**src/rtl/restoring_div_n_pkg.sv**
```systemverilog
// Shared definitions for the sequential arithmetic datapath (divider and multiplier).
package restoring_div_n_pkg;

    localparam int DEFAULT_WIDTH = 32;

    typedef enum logic [1:0] {
        IDLE = 2'd0,
        RUN  = 2'd1,
        FIX  = 2'd2,
        DONE = 2'd3
    } div_state_t;

endpackage

```
**src/rtl/restoring_div_n_div_step.sv**
```systemverilog
// One restoring shift-subtract iteration on unsigned magnitudes; purely combinational.
module restoring_div_n_div_step
    import restoring_div_n_pkg::*;
#(
    parameter int N = DEFAULT_WIDTH
) (
    input  logic [N:0]   a,
    input  logic [N-1:0] q,
    input  logic [N:0]   dvsr,
    output logic [N:0]   a_next,
    output logic [N-1:0] q_next
);

    localparam int AW = N + 1;
    localparam int SW = N + 2;

    logic [SW-1:0] shifted;
    logic [SW-1:0] dvsr_ext;
    logic          fits;

    // The partial remainder stays below the divisor, so after the shift it is below
    // twice the divisor and the result always fits back into N+1 bits.
    assign shifted  = {a, q[N-1]};
    assign dvsr_ext = {1'b0, dvsr};
    assign fits     = (shifted >= dvsr_ext);
    assign a_next   = fits ? AW'(shifted - dvsr_ext) : AW'(shifted);
    assign q_next   = {q[N-2:0], fits};

endmodule

```
**src/rtl/restoring_div_n.sv**
```systemverilog
// Sequential signed divider: one restoring iteration per clock, truncating toward zero.
module restoring_div_n
    import restoring_div_n_pkg::*;
#(
    parameter int N = DEFAULT_WIDTH
) (
    input  logic         clk,
    input  logic         rst,
    input  logic         start,
    input  logic [N-1:0] Dividend,
    input  logic [N-1:0] Divisor,
    output logic [N-1:0] Quotient,
    output logic [N-1:0] Remainder,
    output logic         busy,
    output logic         done_flag,
    output logic         div_by_zero
);

    localparam int CW = (N > 1) ? $clog2(N) : 1;
    localparam logic [CW-1:0] LAST = CW'(N - 1);

    div_state_t state, state_next;

    logic [CW-1:0] count;
    logic [N:0]    a_reg;
    logic [N-1:0]  q_reg;
    logic [N:0]    dvsr_mag;
    logic [N-1:0]  dividend_reg;
    logic          sign_q;
    logic          sign_r;
    logic          dbz;

    logic [N:0]    dividend_ext, divisor_ext;
    logic [N:0]    dividend_mag, divisor_mag;
    logic          divisor_zero;
    logic [N:0]    step_a;
    logic [N-1:0]  step_q;

    // Magnitudes are N+1 bits wide so the most negative operand has a representable absolute value.
    assign dividend_ext = {Dividend[N-1], Dividend};
    assign divisor_ext  = {Divisor[N-1], Divisor};
    assign dividend_mag = Dividend[N-1] ? -dividend_ext : dividend_ext;
    assign divisor_mag  = Divisor[N-1] ? -divisor_ext : divisor_ext;
    assign divisor_zero = (Divisor == '0);

    restoring_div_n_div_step #(.N(N)) u_step (
        .a      (a_reg),
        .q      (q_reg),
        .dvsr   (dvsr_mag),
        .a_next (step_a),
        .q_next (step_q)
    );

    always_ff @(posedge clk) begin
        if (rst) state <= IDLE;
        else     state <= state_next;
    end

    always_comb begin
        state_next = state;
        case (state)
            IDLE, DONE: if (start) state_next = divisor_zero ? FIX : RUN;
            RUN:        if (count == LAST) state_next = FIX;
            FIX:        state_next = DONE;
            default:    state_next = IDLE;
        endcase
    end

    always_ff @(posedge clk) begin
        if (rst) begin
            count        <= '0;
            a_reg        <= '0;
            q_reg        <= '0;
            dvsr_mag     <= '0;
            dividend_reg <= '0;
            sign_q       <= 1'b0;
            sign_r       <= 1'b0;
            dbz          <= 1'b0;
            Quotient     <= '0;
            Remainder    <= '0;
            busy         <= 1'b0;
            done_flag    <= 1'b0;
            div_by_zero  <= 1'b0;
        end else begin
            case (state)
                IDLE, DONE: begin
                    if (start) begin
                        sign_q       <= Dividend[N-1] ^ Divisor[N-1];
                        sign_r       <= Dividend[N-1];
                        q_reg        <= N'(dividend_mag);
                        a_reg        <= '0;
                        dvsr_mag     <= divisor_mag;
                        dividend_reg <= Dividend;
                        dbz          <= divisor_zero;
                        count        <= '0;
                        busy         <= 1'b1;
                        done_flag    <= 1'b0;
                        div_by_zero  <= 1'b0;
                    end
                end
                RUN: begin
                    a_reg <= step_a;
                    q_reg <= step_q;
                    count <= count + CW'(1);
                end
                FIX: begin
                    // Negating a zero remainder yields zero, so no special case is needed.
                    if (dbz) begin
                        Quotient    <= '1;
                        Remainder   <= dividend_reg;
                        div_by_zero <= 1'b1;
                    end else begin
                        Quotient  <= sign_q ? -q_reg : q_reg;
                        Remainder <= sign_r ? N'(-a_reg) : N'(a_reg);
                    end
                    done_flag <= 1'b1;
                    busy      <= 1'b0;
                end
                default: ;
            endcase
        end
    end

endmodule

```
**config.mk**
```make
export PLATFORM = sky130hd
export DESIGN_NAME = restoring_div_n
export DESIGN_NICKNAME = d
export VERILOG_FILES = /design/src/rtl/restoring_div_n_pkg.sv /design/src/rtl/restoring_div_n_div_step.sv /design/src/rtl/restoring_div_n.sv
export SDC_FILE = /design/constraint.sdc
export NUM_CORES = 1
export LEC_CHECK = 0
export BUFFER_PORTS_ARGS = -buffer_cell sky130_fd_sc_hd__buf_2
export CAP_MARGIN = 20
export CORE_MARGIN = 3
export CORE_UTILIZATION = 64
export DETAILED_ROUTE_END_ITERATION = 16
export GPL_TIMING_DRIVEN = 0
export HOLD_SLACK_MARGIN = 0.12
export PLACE_DENSITY_LB_ADDON = 0.3
export SYNTH_ARGS = -nofsm -noshare
export SYNTH_HDL_FRONTEND = slang
export SYNTH_SLANG_ARGS = --single-unit
export TNS_END_PERCENT = 100
```
**constraint.sdc**
```tcl
create_clock -name clk -period 8.9 [get_ports clk]
set_clock_uncertainty 0.15 [all_clocks]
set_input_delay 1.78 -clock clk [delete_from_list [all_inputs] [get_ports clk]]
set_output_delay 1.78 -clock clk [all_outputs]
set_load 0.02 [all_outputs]
```
* Yosys cells after proc, flatten, opt, wreduce, memory -nomap -nowiden
Index checks and enable logic that the tools add are counted.
** Word-level totals
- Flip-flop bits (word level) :: 207
- Output and inout port bits :: 67
- Input bits :: 67
** Cells by class
- Equality and inequality tests :: 7
- $lt $le $gt $ge :: 1
- Multiplexer cells :: 23
- Bitwise operators :: 1
- Add/subtract/negate cells :: 6
- Reduce and logical (&&, ||, !) cells :: 10
** Operators with widths (number)
- 32-bit two-way mux :: 6
- 33-bit two-way mux :: 3
- 32-bit negator :: 3
- 33-bit case mux with 2 select lines :: 1
- 32-bit case mux with 2 select lines :: 1
- 34-bit by 33-bit >= comparator with 1-bit output :: 1
- 33-bit negator :: 1
- 33-bit subtractor :: 1
- 32-bit zero test :: 1
- 5-bit case mux with 2 select lines :: 1
- 2-bit AND reduction :: 4
- 2-bit two-way mux :: 3
- 2-bit != test (second input constant) :: 3
- 1-bit case mux with 2 select lines :: 3
- 2-bit case mux with 3 select lines :: 1
- 5-bit by 1-bit adder with 5-bit output (second input constant) :: 1
- 5-bit == test (second input constant) :: 1
- 5-bit two-way mux :: 1
- 2-bit == test (second input constant) :: 2
- 2-bit nonzero test :: 2
- 1-bit two-way mux :: 3
- 3-bit AND reduction :: 1
- 2-bit by 1-bit == test with 1-bit output (second input constant) :: 1
- 2-bit zero test :: 1
- other kinds (2) :: 2

* Depth between registers and ports, before layout
- Depth in word-level cells :: 4
- Mapped depth :: 14

* Hierarchy
A second synthesis with hierarchy kept.
** Second synthesis, totals
- Cells, all modules :: 1696
- Area total of the unflattened synthesis :: 13218.9 µm²
** Modules (own cells, without submodules)
- restoring_div_n :: instances 1, area an instance 10590.2 µm², cells each 1298
- restoring_div_n_div_step :: instances 1, area an instance 2628.8 µm², cells each 398

* Worst setup path before layout
OpenSTA, ideal clock, no wires.
- Path type :: input-to-reg
- Start point :: in Dividend[6]
- End point :: reg q_reg[29]
- Setup time :: 0.074 ns
- Stages on the path :: 9
- Setup slack :: 4.483 ns
- Data arrival time :: 4.193 ns
- Data required time :: 8.676 ns
- Path through :: or4_4 or4_4 or3_1 buf_2 or3_4 o31a_1 xor2_1 nand2_1 a31oi_1
** On the way
- Cells in the longest elaborated chain, start to end :: 4
** Ends and longest elaborated chain
- from (decl) :: RTL line restoring_div_n.sv:10 : input logic [N-1:0] Dividend,
- 32-bit negator :: RTL line restoring_div_n.sv:42 : assign dividend_mag = Dividend[N-1] ? -dividend_ext : dividend_ext;
- 32-bit two-way mux :: RTL line restoring_div_n.sv:42
- 32-bit two-way mux :: RTL line restoring_div_n.sv:87 : if (start) begin
- 32-bit case mux with 2 select lines :: RTL line restoring_div_n.sv:85 : case (state)
- to (signal assigned) :: RTL line restoring_div_n.sv:90 : q_reg <= N'(dividend_mag);
- to (signal assigned) :: RTL line restoring_div_n.sv:103 : q_reg <= step_q;
- to (decl) :: RTL line restoring_div_n.sv:26 : logic [N-1:0] q_reg;
Every way passes these cells. The select of a mux whose other input is x is not followed.
A chain may end at the register's enable or synchronous reset.

* Worst setup path in the final report
Same ends and word-level chain as after synthesis.

==> impl_metrics.env <==
export IMPL_cts_clk_slew_worst_paths_ns=0.06
export IMPL_clock_sinks=206
export IMPL_grt_util_all_layers_pct=35.73
export IMPL_sw_frac_of_total_pct=42.41
export IMPL_place_ws_ns=4.145
export IMPL_synth_distinct_cells=60
export IMPL_worstPathRequired_ns=9.19
export IMPL_regArea_um2=4124
export IMPL_nFillCells=1471
export IMPL_peakVddDrop_v=0.0002407
export IMPL_synth_nets=1709
export IMPL_critical_path_max_stage_delay_ns=0.57
export IMPL_async_flop_share_pct=0
export IMPL_synthCells=1600
export IMPL_relSlewSlack_pct=38.35
export IMPL_p_int_w=0.002329
export IMPL_critical_path_buf_inv_count=2
export IMPL_cts_resized=0
export IMPL_cp_endpoint="q_reg[29]"
export IMPL_ios=134
export IMPL_multi_input_area_um2=7557
export IMPL_critPathSlowestCell="or4_4"
export IMPL_leakagePower_nw=5.682
export IMPL_antenna_found_initial=1
export IMPL_cts_hold_buf=0
export IMPL_fin_hold_ws_ns=0.3072
export IMPL_pwr_share_seq_pct=31.8
export IMPL_dr_first_iter_drc_count=1558
export IMPL_vias=12900
export IMPL_p_switching_w=0.001715
export IMPL_cts_buffers_inserted=23
export IMPL_grt_max_degree=14
export IMPL_tightestPinTransition_ns=0.9248
export IMPL_postCtsSetupBuffers=0
export IMPL_reg2reg_slack_ns=4.70
export IMPL_reg2reg_to="a_reg[3]"
export IMPL_fmax_ghz=0.2339
export IMPL_crit_start="Dividend[6]"
export IMPL_ys_warn_count=0
export IMPL_synth_avg_cell_area_um2=7.707
export IMPL_rsz0062_at_grt="false"
export IMPL_worst_slack_ns=4.625
export IMPL_totalWireLength_mm=38.74
export IMPL_layout_nets=1867
export IMPL_die_w_um=144.8
export IMPL_status="finished, final reports clean"
export IMPL_syn_area_um2=12330
export IMPL_synth_seq_cells=206
export IMPL_ant_nets=0
export IMPL_period_needed_ns=4.275
export IMPL_r2r_cells=15
export IMPL_drc=0
export IMPL_setup_violations=0
export IMPL_synth_seq_area_share_pct=33.44
export IMPL_ys_flop_type="dfxtp_1"
export IMPL_worstPathMaxFanout=6
export IMPL_overflow=0
export IMPL_avgViaCountPerCell=6.335
export IMPL_critPathLaunchType="input pin"
export IMPL_clock_latency_ns=0.52
export IMPL_p_per_area_nw_per_um2=286.4
export IMPL_r2r_start="q_reg[31]"
export IMPL_tns_ns=0
export IMPL_dieArea_um2=20970
export IMPL_synth_top_area_share_pct=33.44
export IMPL_fp_dieH_um=144.8
export IMPL_drt_first_pass_iters=6
export IMPL_yosysTopAreaCell="dfxtp_1"
export IMPL_drive_gt1_share_pct=10.54
export IMPL_placementRows=50
export IMPL_htree_num_levels=1
export IMPL_worstSetupPathType="input pin to flip-flop"
export IMPL_grt_pass1_vias=11640
export IMPL_dp_hpwl_mm=29.12
export IMPL_areaGrowthSynthToFinish_pct=14.53
export IMPL_synth_edff_count=0
export IMPL_cts_tree="done"
export IMPL_gp_congestion=0.9575
export IMPL_clock_root_buffer="clkbuf_16"
export IMPL_hold_class="flip-flop to flip-flop"
export IMPL_synthTopCellsByArea="dfxtp_1, xor2_1, nand2_1"
export IMPL_endpoint_kind="flip-flop"
export IMPL_crit_family="simple AND/OR/NAND/NOR gates"
export IMPL_p_comb_share_pct=43.3
export IMPL_port_buffers=132
export IMPL_drv_slew=0
export IMPL_start_util_pct=65.49
export IMPL_min_period_over_period_pct=48.03
export IMPL_grt_pass1_wl_mm=60.06
export IMPL_core_region_area_um2=18830
export IMPL_wl_per_cell_um=19.03
export IMPL_path_depth=10
export IMPL_cts_max_path_buffers=3
export IMPL_hold_viol_final=0
export IMPL_path_cells="buf_2, or4_4, or4_4, or3_1, buf_2, or3_4, o31a_1, xor2_1, nand2_1, a31oi_1"
export IMPL_clock_power_share_pct=24.9
export IMPL_max_cap_viol_count=0
export IMPL_cp_arrival_ns=4.57
[cell families (layout without fill, tap and decap cells)]
| kind of cell | count (synthesis) | in the layout | share of synthesized area (%) |
|---|---|---|---|
| muxes | 28 | 28 | 2.283 |
| AOI/OAI and AO/OA | 425 | 425 | 22.91 |
| buffers and inverters | 172 | 347 | 5.276 |
| xor gates and xnor gates | 146 | 146 | 10.37 |
| adders and majority gates | 42 | 42 | 4.322 |
| other | 0 | 1 | 0 |
| DFF | 206 | 206 | 33.44 |
| and+or+nand+nor | 581 | 581 | 21.40 |
[metal layers]
metal / vias up / wire, um / share of wire, % / track usage [%]
li1: 6041 / - / - / -
met1: 6056 / 16830 / 43 / 53.44
met2: 713 / 16600 / 43 / 53.13
met3: 89 / 4108 / 11 / 5.389
met4: 0 / 1204 / 3.1 / 10.85
met5: - / 0 / 0 / 0
[layout by cell type, fill, tap and decap left out, types with 25 or more instances in the layout]
master	n
o21ai_0	91
buf_2	136
dfxtp_1	206
inv_1	60
a211oi_1	65
xnor2_1	40
nand3_1	78
nand2_1	228
nor2_1	138
nor3_1	25
xor2_1	106
a21oi_1	97
mux2i_1	27
clkbuf_1	102
o31ai_1	35
ha_1	41
[tightest hold or removal path, delay by kind of cell, from the launching register on]
kind               cells  cell delay (ns)
AOI/OAI and AO/OA      1             0.05
DFF                    1             0.31
and+or+nand+nor        1             0.05
[power groups by stage]
stage	clock [W]	sequential [W]	combinational, W
floorplan	0	0.00135	0.00115
global placement	0	0.00129	0.00166
detailed placement	0	0.00130	0.00169
CTS	0.00101	0.00128	0.00171
global route	0.00104	0.00131	0.00192
finish	0.00101	0.00129	0.00175
[cells in the mapped netlist (5+ instances only)]
cell / n
nand3_1: 78
a22oi_1: 5
a31oi_1: 11
xnor2_1: 40
a21o_1: 14
buf_1: 7
dfxtp_1: 206
ha_1: 41
o21bai_1: 6
nand2b_1: 19
o31ai_1: 35
o211ai_1: 15
nand4_1: 16
nor4_1: 14
nor3_1: 25
a32oi_1: 14
nand2_1: 228
mux2i_1: 27
a211oi_1: 65
nor2_1: 138
a222oi_1: 11
or4_1: 15
inv_1: 60
a21oi_1: 97
o41ai_1: 17
o21a_1: 6
and3_1: 6
o21ai_0: 91
or3_1: 11
xor2_1: 106
nor2b_1: 9
a311oi_1: 9
clkbuf_1: 100
and2_1: 11
[per-stage QoR]
step | std cells | util [%] | total power [W] | cell area, um2
final | 2036 | 75.00 | 0.004045 | 14120
after global routing | 2036 | 75.00 | 0.004270 | 14120
after CTS | 2034 | 74.96 | 0.003992 | 14120
after detailed placement | 1992 | 70.72 | 0.002984 | 13320
after global placement | 1992 | 70.72 | 0.002947 | 13320
after floorplan | 1600 | - | 0.002496 | 12330
[worst min path at each step]
stage                        to  slack [ns]        startpoint  depth (start not counted)
6_report       dividend_reg[18]        0.31  dividend_reg[18]                          2
5_1_grt        dividend_reg[18]        0.32  dividend_reg[18]                          2
4_1_cts        dividend_reg[18]        0.31  dividend_reg[18]                          2
3_5_place_dp   dividend_reg[18]        0.30  dividend_reg[18]                          2
3_3_place_gp       dvsr_mag[15]        0.29      dvsr_mag[15]                          2
2_1_floorplan      dvsr_mag[32]        0.28      dvsr_mag[32]                          2
[layout make-up]
| cell class | count | area share, % |
|---|---|---|
| Inverter | 61 | 1.621 |
| Timing Repair Buffer | 133 | 4.713 |
| Tap cell | 260 | 2.303 |
| Antenna cell | 1 | 0.01772 |
| Clock inverter | 12 | 1.036 |
| Buffer | 111 | 2.985 |
| Multi-Input combinational cell | 1222 | 53.51 |
| Sequential cell | 206 | 29.20 |
| Clock buffer | 30 | 4.616 |
Power figures use the tool's default switching activity.
